## src/rtl/arc4_pkg.sv

```systemverilog
// Shared ARC4 definitions: controller states, S-box size and the byte type.
// Kept free of encrypt-specific items so the cracking block can import it as-is.
package arc4_pkg;
  localparam int SBOX_SIZE = 256;

  typedef logic [7:0] byte_t;

  typedef enum logic [2:0] {
    ST_IDLE,
    ST_INIT,
    ST_KSA,
    ST_LEN,
    ST_PRGA
  } arc4_state_e;
endpackage

```

## src/rtl/arc4_sbox.sv

```systemverilog
// ARC4 S-box: 256x8 single-port RAM, write-enable, one-cycle synchronous read.
module arc4_sbox
  import arc4_pkg::*;
(
  input  logic  clk,
  input  byte_t addr,
  input  byte_t wrdata,
  input  logic  wren,
  output byte_t rddata
);
  byte_t mem [SBOX_SIZE];

  always_ff @(posedge clk) begin
    if (wren) mem[addr] <= wrdata;
    rddata <= mem[addr];
  end
endmodule

```

## src/rtl/arc4_encrypt.sv

```systemverilog
// ARC4 encryptor for length-prefixed messages, built around one single-port S-box.
// Optional ARC4_ENCRYPT_CYCLE_CNT_EN adds a saturating 16-bit busy-cycle counter port.
module arc4_encrypt
  import arc4_pkg::*;
#(
  parameter int KEY_BYTES = 3
) (
  input  logic                   clk,
  input  logic                   rst,
  input  logic                   en,
  output logic                   rdy,
  input  logic [8*KEY_BYTES-1:0] key,
  output logic [7:0]             pt_addr,
  input  logic [7:0]             pt_rddata,
  output logic [7:0]             ct_addr,
  output logic [7:0]             ct_wrdata,
`ifdef ARC4_ENCRYPT_CYCLE_CNT_EN
  output logic [15:0]            cycles,
`endif
  output logic                   ct_wren
);
  arc4_state_e state, state_nx;
  logic [2:0]  ph, ph_nx;
  logic [8*KEY_BYTES-1:0] key_q;
  byte_t cnt, j, k, len, si, sj, ptb, kidx;
  byte_t s_addr, s_wdata, s_rd, key_byte, j_ksa, j_prga, i_nx;
  logic  s_we;

  arc4_sbox u_sbox (
    .clk    (clk),
    .addr   (s_addr),
    .wrdata (s_wdata),
    .wren   (s_we),
    .rddata (s_rd)
  );

  always_comb begin
    key_byte = '0;
    for (int b = 0; b < KEY_BYTES; b++)
      if (kidx == b[7:0]) key_byte = key_q[8*(KEY_BYTES-1-b) +: 8];
  end

  assign j_ksa  = j + s_rd + key_byte;
  assign j_prga = j + s_rd;
  assign i_nx   = cnt + 8'd1;

  always_ff @(posedge clk or posedge rst) begin
    if (rst) begin
      state <= ST_IDLE;
      ph    <= '0;
    end else begin
      state <= state_nx;
      ph    <= ph_nx;
    end
  end

  // Each KSA step is read i / read j / write i / write j; PRGA adds the key-stream lookup.
  always_comb begin
    state_nx  = state;
    ph_nx     = ph;
    s_addr    = '0;
    s_wdata   = '0;
    s_we      = 1'b0;
    rdy       = 1'b0;
    pt_addr   = '0;
    ct_addr   = '0;
    ct_wrdata = '0;
    ct_wren   = 1'b0;
    unique case (state)
      ST_IDLE: begin
        rdy = 1'b1;
        if (en) begin
          state_nx = ST_INIT;
          ph_nx    = '0;
        end
      end
      ST_INIT: begin
        s_addr  = cnt;
        s_wdata = cnt;
        s_we    = 1'b1;
        if (cnt == 8'hFF) state_nx = ST_KSA;
      end
      ST_KSA: begin
        case (ph)
          3'd0: begin s_addr = cnt; ph_nx = 3'd1; end
          3'd1: begin s_addr = j_ksa; ph_nx = 3'd2; end
          3'd2: begin s_addr = cnt; s_wdata = s_rd; s_we = 1'b1; ph_nx = 3'd3; end
          default: begin
            s_addr  = j;
            s_wdata = si;
            s_we    = 1'b1;
            ph_nx   = 3'd0;
            if (cnt == 8'hFF) state_nx = ST_LEN;
          end
        endcase
      end
      ST_LEN: begin
        if (ph == 3'd0) begin
          ph_nx = 3'd1;
        end else begin
          ct_wren   = 1'b1;
          ct_wrdata = pt_rddata;
          ph_nx     = 3'd0;
          state_nx  = (pt_rddata == 8'h00) ? ST_IDLE : ST_PRGA;
        end
      end
      ST_PRGA: begin
        pt_addr = k;
        case (ph)
          3'd0: begin s_addr = i_nx; ph_nx = 3'd1; end
          3'd1: begin s_addr = j_prga; ph_nx = 3'd2; end
          3'd2: begin s_addr = cnt; s_wdata = s_rd; s_we = 1'b1; ph_nx = 3'd3; end
          3'd3: begin s_addr = j; s_wdata = si; s_we = 1'b1; ph_nx = 3'd4; end
          3'd4: begin s_addr = si + sj; ph_nx = 3'd5; end
          default: begin
            ct_wren   = 1'b1;
            ct_addr   = k;
            ct_wrdata = ptb ^ s_rd;
            ph_nx     = 3'd0;
            if (k == len) state_nx = ST_IDLE;
          end
        endcase
      end
      default: state_nx = ST_IDLE;
    endcase
  end

  always_ff @(posedge clk or posedge rst) begin
    if (rst) begin
      key_q <= '0;
      cnt   <= '0;
      j     <= '0;
      k     <= '0;
      len   <= '0;
      si    <= '0;
      sj    <= '0;
      ptb   <= '0;
      kidx  <= '0;
    end else begin
      case (state)
        ST_IDLE: if (en) begin
          key_q <= key;
          cnt   <= '0;
        end
        ST_INIT: begin
          cnt  <= i_nx;   // wraps to 0, which is KSA's first i
          j    <= '0;
          kidx <= '0;
        end
        ST_KSA: begin
          if (ph == 3'd1) begin
            si <= s_rd;
            j  <= j_ksa;
          end
          if (ph == 3'd3) begin
            cnt  <= i_nx;
            kidx <= (kidx == 8'(KEY_BYTES-1)) ? 8'd0 : kidx + 8'd1;
          end
        end
        ST_LEN: if (ph != 3'd0) begin
          len <= pt_rddata;
          cnt <= '0;
          j   <= '0;
          k   <= 8'd1;
        end
        ST_PRGA: begin
          case (ph)
            3'd0: cnt <= i_nx;
            3'd1: begin
              si  <= s_rd;
              j   <= j_prga;
              ptb <= pt_rddata;
            end
            3'd2: sj <= s_rd;
            3'd5: k  <= k + 8'd1;
            default: ;
          endcase
        end
        default: ;
      endcase
    end
  end

`ifdef ARC4_ENCRYPT_CYCLE_CNT_EN
  always_ff @(posedge clk or posedge rst) begin
    if (rst)
      cycles <= '0;
    else if (state == ST_IDLE && en)
      cycles <= '0;
    else if (state != ST_IDLE && cycles != 16'hFFFF)
      cycles <= cycles + 16'd1;
  end
`endif
endmodule

```

## config.mk

```make
export PLATFORM = sky130hd
export DESIGN_NAME = arc4_encrypt
export DESIGN_NICKNAME = d
export VERILOG_FILES = /design/src/rtl/arc4_pkg.sv /design/src/rtl/arc4_sbox.sv /design/src/rtl/arc4_encrypt.sv
export SDC_FILE = /design/constraint.sdc
export NUM_CORES = 2
export LEC_CHECK = 0
export CAP_MARGIN = 15
export CORE_UTILIZATION = 40
export CTS_CLUSTER_DIAMETER = 100
export CTS_CLUSTER_SIZE = 40
export DETAILED_ROUTE_END_ITERATION = 8
export GPL_TIMING_DRIVEN = 0
export SYNTH_ARGS = -nofsm -noshare
export SYNTH_HDL_FRONTEND = slang
export SYNTH_HIERARCHICAL = 1
export SYNTH_SLANG_ARGS = --single-unit
```

## constraint.sdc

```tcl
create_clock -name clk -period 11.7 [get_ports clk]
set_input_delay 1.17 -clock clk [delete_from_list [all_inputs] [get_ports clk]]
set_output_delay 1.17 -clock clk [all_outputs]
set_load 0.02 [all_outputs]
```

==> impl_metrics.env <==
export IMPL_use_met2_pct=33.3
export IMPL_cp_end_kind="flip-flop"
export IMPL_synth_ff_type="edfxtp_1"
export IMPL_tightest_slew_ns=1.28
export IMPL_arrival_ns=8.77
export IMPL_start_kind="flip-flop"
export IMPL_holdBufCountCts=0
export IMPL_drt_iter0_drc=6041
export IMPL_clk_latency_ns=0.77
export IMPL_ant_nets=0
export IMPL_ys_ff_latch=2150
export IMPL_ir_drop_mv=0.144
export IMPL_vias=44400
export IMPL_finalSetupTns_ns=0
export IMPL_p_leak_nw=29.3
export IMPL_chipWidth_um=463
export IMPL_synthAdderAreaFrac_pct=0.468
export IMPL_cts_sinks=2150
export IMPL_wl_per_cell_um=31.4
export IMPL_syn_inst=4295
export IMPL_gp_congestion=0.985
export IMPL_outcome="finished, final reports clean"
export IMPL_clockBufferDepth=3
export IMPL_antenna_found_initial=11
export IMPL_die_area_um2=215000
export IMPL_vias_per_cell=6.01
export IMPL_muxShareOfSynthArea_pct=14.1
export IMPL_path_max_fanout=10
export IMPL_critPathKind="flip-flop to flip-flop"
export IMPL_grt_busiest_layer="met2"
export IMPL_fin_util_pct=44.4
export IMPL_final_common_cell="edfxtp_1"
export IMPL_hold_violations=0
export IMPL_grt_max_degree=55
export IMPL_grt_pass1_wl_um=328000
export IMPL_final_min_clock_period_ns=8.41
export IMPL_synth_top_family_by_area="multiplexers"
export IMPL_start_util_pct=40.4
export IMPL_synth_simple_area_share_pct=3.23
export IMPL_cts_tree="done"
export IMPL_drc_errors=0
export IMPL_syn_area_um2=85100
export IMPL_ys_seq_area_share_pct=75.3
export IMPL_slew_viol_final=0
export IMPL_synth_cell_types=69
export IMPL_cts_setup_buffers=0
export IMPL_setup_viol=0
export IMPL_mostFrequentLayoutCells="edfxtp_1, mux4_2, nor2_1"
export IMPL_die_h_um=463
export IMPL_slew_headroom_pct=13.5
export IMPL_placementRows=168
export IMPL_htreeDepth=3
export IMPL_ios=61
export IMPL_yosys_area_share_xor_xnor_pct=0.515
export IMPL_finClkSkew_ns=0.0546
export IMPL_synth_warnings=6
export IMPL_cts_buffers=68
export IMPL_syn_num_nets=4360
export IMPL_synth_compound_area_share_pct=4.82
export IMPL_drv_cap=0
export IMPL_fin_crit_sh_pct=71.8
export IMPL_io_buffers=60
export IMPL_num_fill_cells=18000
export IMPL_fp_coreArea_um2=210000
export IMPL_totalWireLength_um=232000
export IMPL_synth_edf_count=2048
export IMPL_grt_met3_usage_pct=4.56
export IMPL_power_density_nw_per_um2=227
export IMPL_dr_pass1_iters=6
export IMPL_clk_pin_slew_worst_paths_ns=0.14
export IMPL_syn_avg_cell_area_um2=19.8
export IMPL_drive_gt1_share_pct=19.7
export IMPL_use_met1_pct=30.1
export IMPL_rsz0062_at_grt="no"
export IMPL_overflow=0
export IMPL_grt_usage_pct=21.4
export IMPL_async_flop_share_pct=4.37
export IMPL_multiInputGateArea_um2=19800
export IMPL_finalNetCount=4630
export IMPL_areaGrowthSynthToFinish_pct=9.78
export IMPL_worstPathRequired_ns=12.07
export IMPL_grt_pass1_vias=43600
export IMPL_register_area_um2=64000
export IMPL_dp_hpwl_um=164000
export IMPL_max_freq_ghz=0.119
export IMPL_holdCritPathClass="flip-flop to flip-flop"
export IMPL_postCtsResizedCells=0
export IMPL_cts_root_buf="clkbuf_16"
## per-stage QoR
stage / hold slack (ns) / total power [W] / setup WS, ns / instance area, um^2 / std cells
CTS: 0.505 / 0.0212 / 3.33 / 93400 / 7393
global route: 0.532 / 0.0219 / 3.02 / 93400 / 7397
global placement: 0.476 / 0.0180 / -7.09 / 89200 / 7160
finish: 0.504 / 0.0212 / 3.29 / 93400 / 7397
floorplan: 0.450 / 0.0147 / 1.98 / 85100 / 4295
detailed placement: 0.473 / 0.0178 / 3.38 / 91300 / 7298
## Yosys cell counts (4+ instances only)
library cell,count,share of area (%)
edfxtp_1,2048,72
mux4_2,515,14
nor2_1,286,1.3
a22oi_1,268,2.4
nand2_1,168,0.74
clkbuf_1,166,0.73
a21oi_1,159,0.94
dfrtp_1,94,2.8
buf_2,53,0.31
o21ai_0,43,0.25
nor3_1,37,0.22
xnor2_1,34,0.35
mux2_2,33,0.44
o41ai_1,33,0.34
ha_1,27,0.40
nand4_1,26,0.19
and2_1,25,0.18
nand3_1,24,0.14
buf_1,21,0.093
buf_6,18,0.24
buf_4,16,0.14
nand2b_1,16,0.12
xor2_1,16,0.16
a21o_1,12,0.11
inv_1,11,0.049
nor2b_1,10,0.074
o21ai_1,9,0.053
a211oi_1,8,0.071
dfxtp_1,8,0.19
a22o_1,7,0.072
o211ai_1,7,0.062
o31ai_1,7,0.062
a221oi_1,6,0.062
mux2i_1,6,0.071
nand3b_1,5,0.044
o21bai_1,5,0.044
o22ai_1,5,0.037
and3_1,4,0.029
nor3b_1,4,0.035
o221ai_1,4,0.041
## kinds of logic (layout without fill, tap and decap cells)
logic type | count (synthesis) | after routing
compound gates | 601 | 601
xor+xnor | 50 | 50
fa+ha+maj | 30 | 30
buf+inv | 285 | 580
flops | 2150 | 2150
mux | 554 | 554
other cells | 0 | 2
simple gates | 625 | 625
## layer usage
layer	up-vias	share of wire [%]
met5	-	0.10
met4	12	3.5
met3	323	9.6
met2	2083	47
met1	23900	40
li1	18100	-
## flip-flops by register name (all words and copies together) (netlist names)
register	count
key_q	24
u_sbox/rddata	8
ph	3
u_sbox/mem	2048
j	8
cnt	8
len	8
state	3
si	8
kidx	8
k	8
sj	8
ptb	8
## power by group
part	leakage (nW)	internal, W	switching [W]	total (W)
clock	1.01	0.00118	0.00228	0.00346
sequential	20.9	0.00890	0.000143	0.00904
combinational	7.34	0.00333	0.00534	0.00867
total	29.3	0.0134	0.00777	0.0212
## cell type report
type,instances,area share [%]
sequential,2150,68.5
multi-input combinational,1860,21.2
tap,2805,3.76
timing repair buffer,200,2.82
clock buffer,75,1.94
buffer,274,1.40
clock inverter,20,0.312
inverter,11,0.0469
antenna,2,0.00536
## critical path: stages, from the launching register on
cell	delay, ns
dfrtp_1	0.44
or4_1	0.54
nor3_2	0.27
and2_1	0.17
clkbuf_1	0.26
a22oi_1	0.13
o21ai_1	0.30
ha_1	0.31
a21o_1	0.16
a21oi_1	0.17
xnor2_1	0.12
o221ai_1	0.18
nand4_1	0.12
clkbuf_1	0.39
nor2b_1	0.22
clkbuf_1	0.83
buf_2	0.58
buf_1	0.71
nand2_1	0.43
clkbuf_2	0.71
nor2_1	0.93
## path summary, 6_finish.rpt
kind	from	endpoint	slack, ns	cells after the start
worst max-delay path	kidx[4]$_DFFE_PP0P_	u_sbox/mem[117][6]$_DFFE_PP_	3.29	20
worst min-delay path	sj[0]$_DFFE_PP0P_	sj[0]$_DFFE_PP0P_	0.50	2
worst max register to register	kidx[4]$_DFFE_PP0P_	u_sbox/mem[117][6]$_DFFE_PP_	3.29	20
worst min register to register	sj[0]$_DFFE_PP0P_	sj[0]$_DFFE_PP0P_	0.50	2
max in group asynchronous	rst	key_q[10]$_DFFE_PP0P_	10.19	3
min in group asynchronous	rst	len[2]$_DFFE_PP0P_	0.83	2
Power figures use the tool's default switching activity.
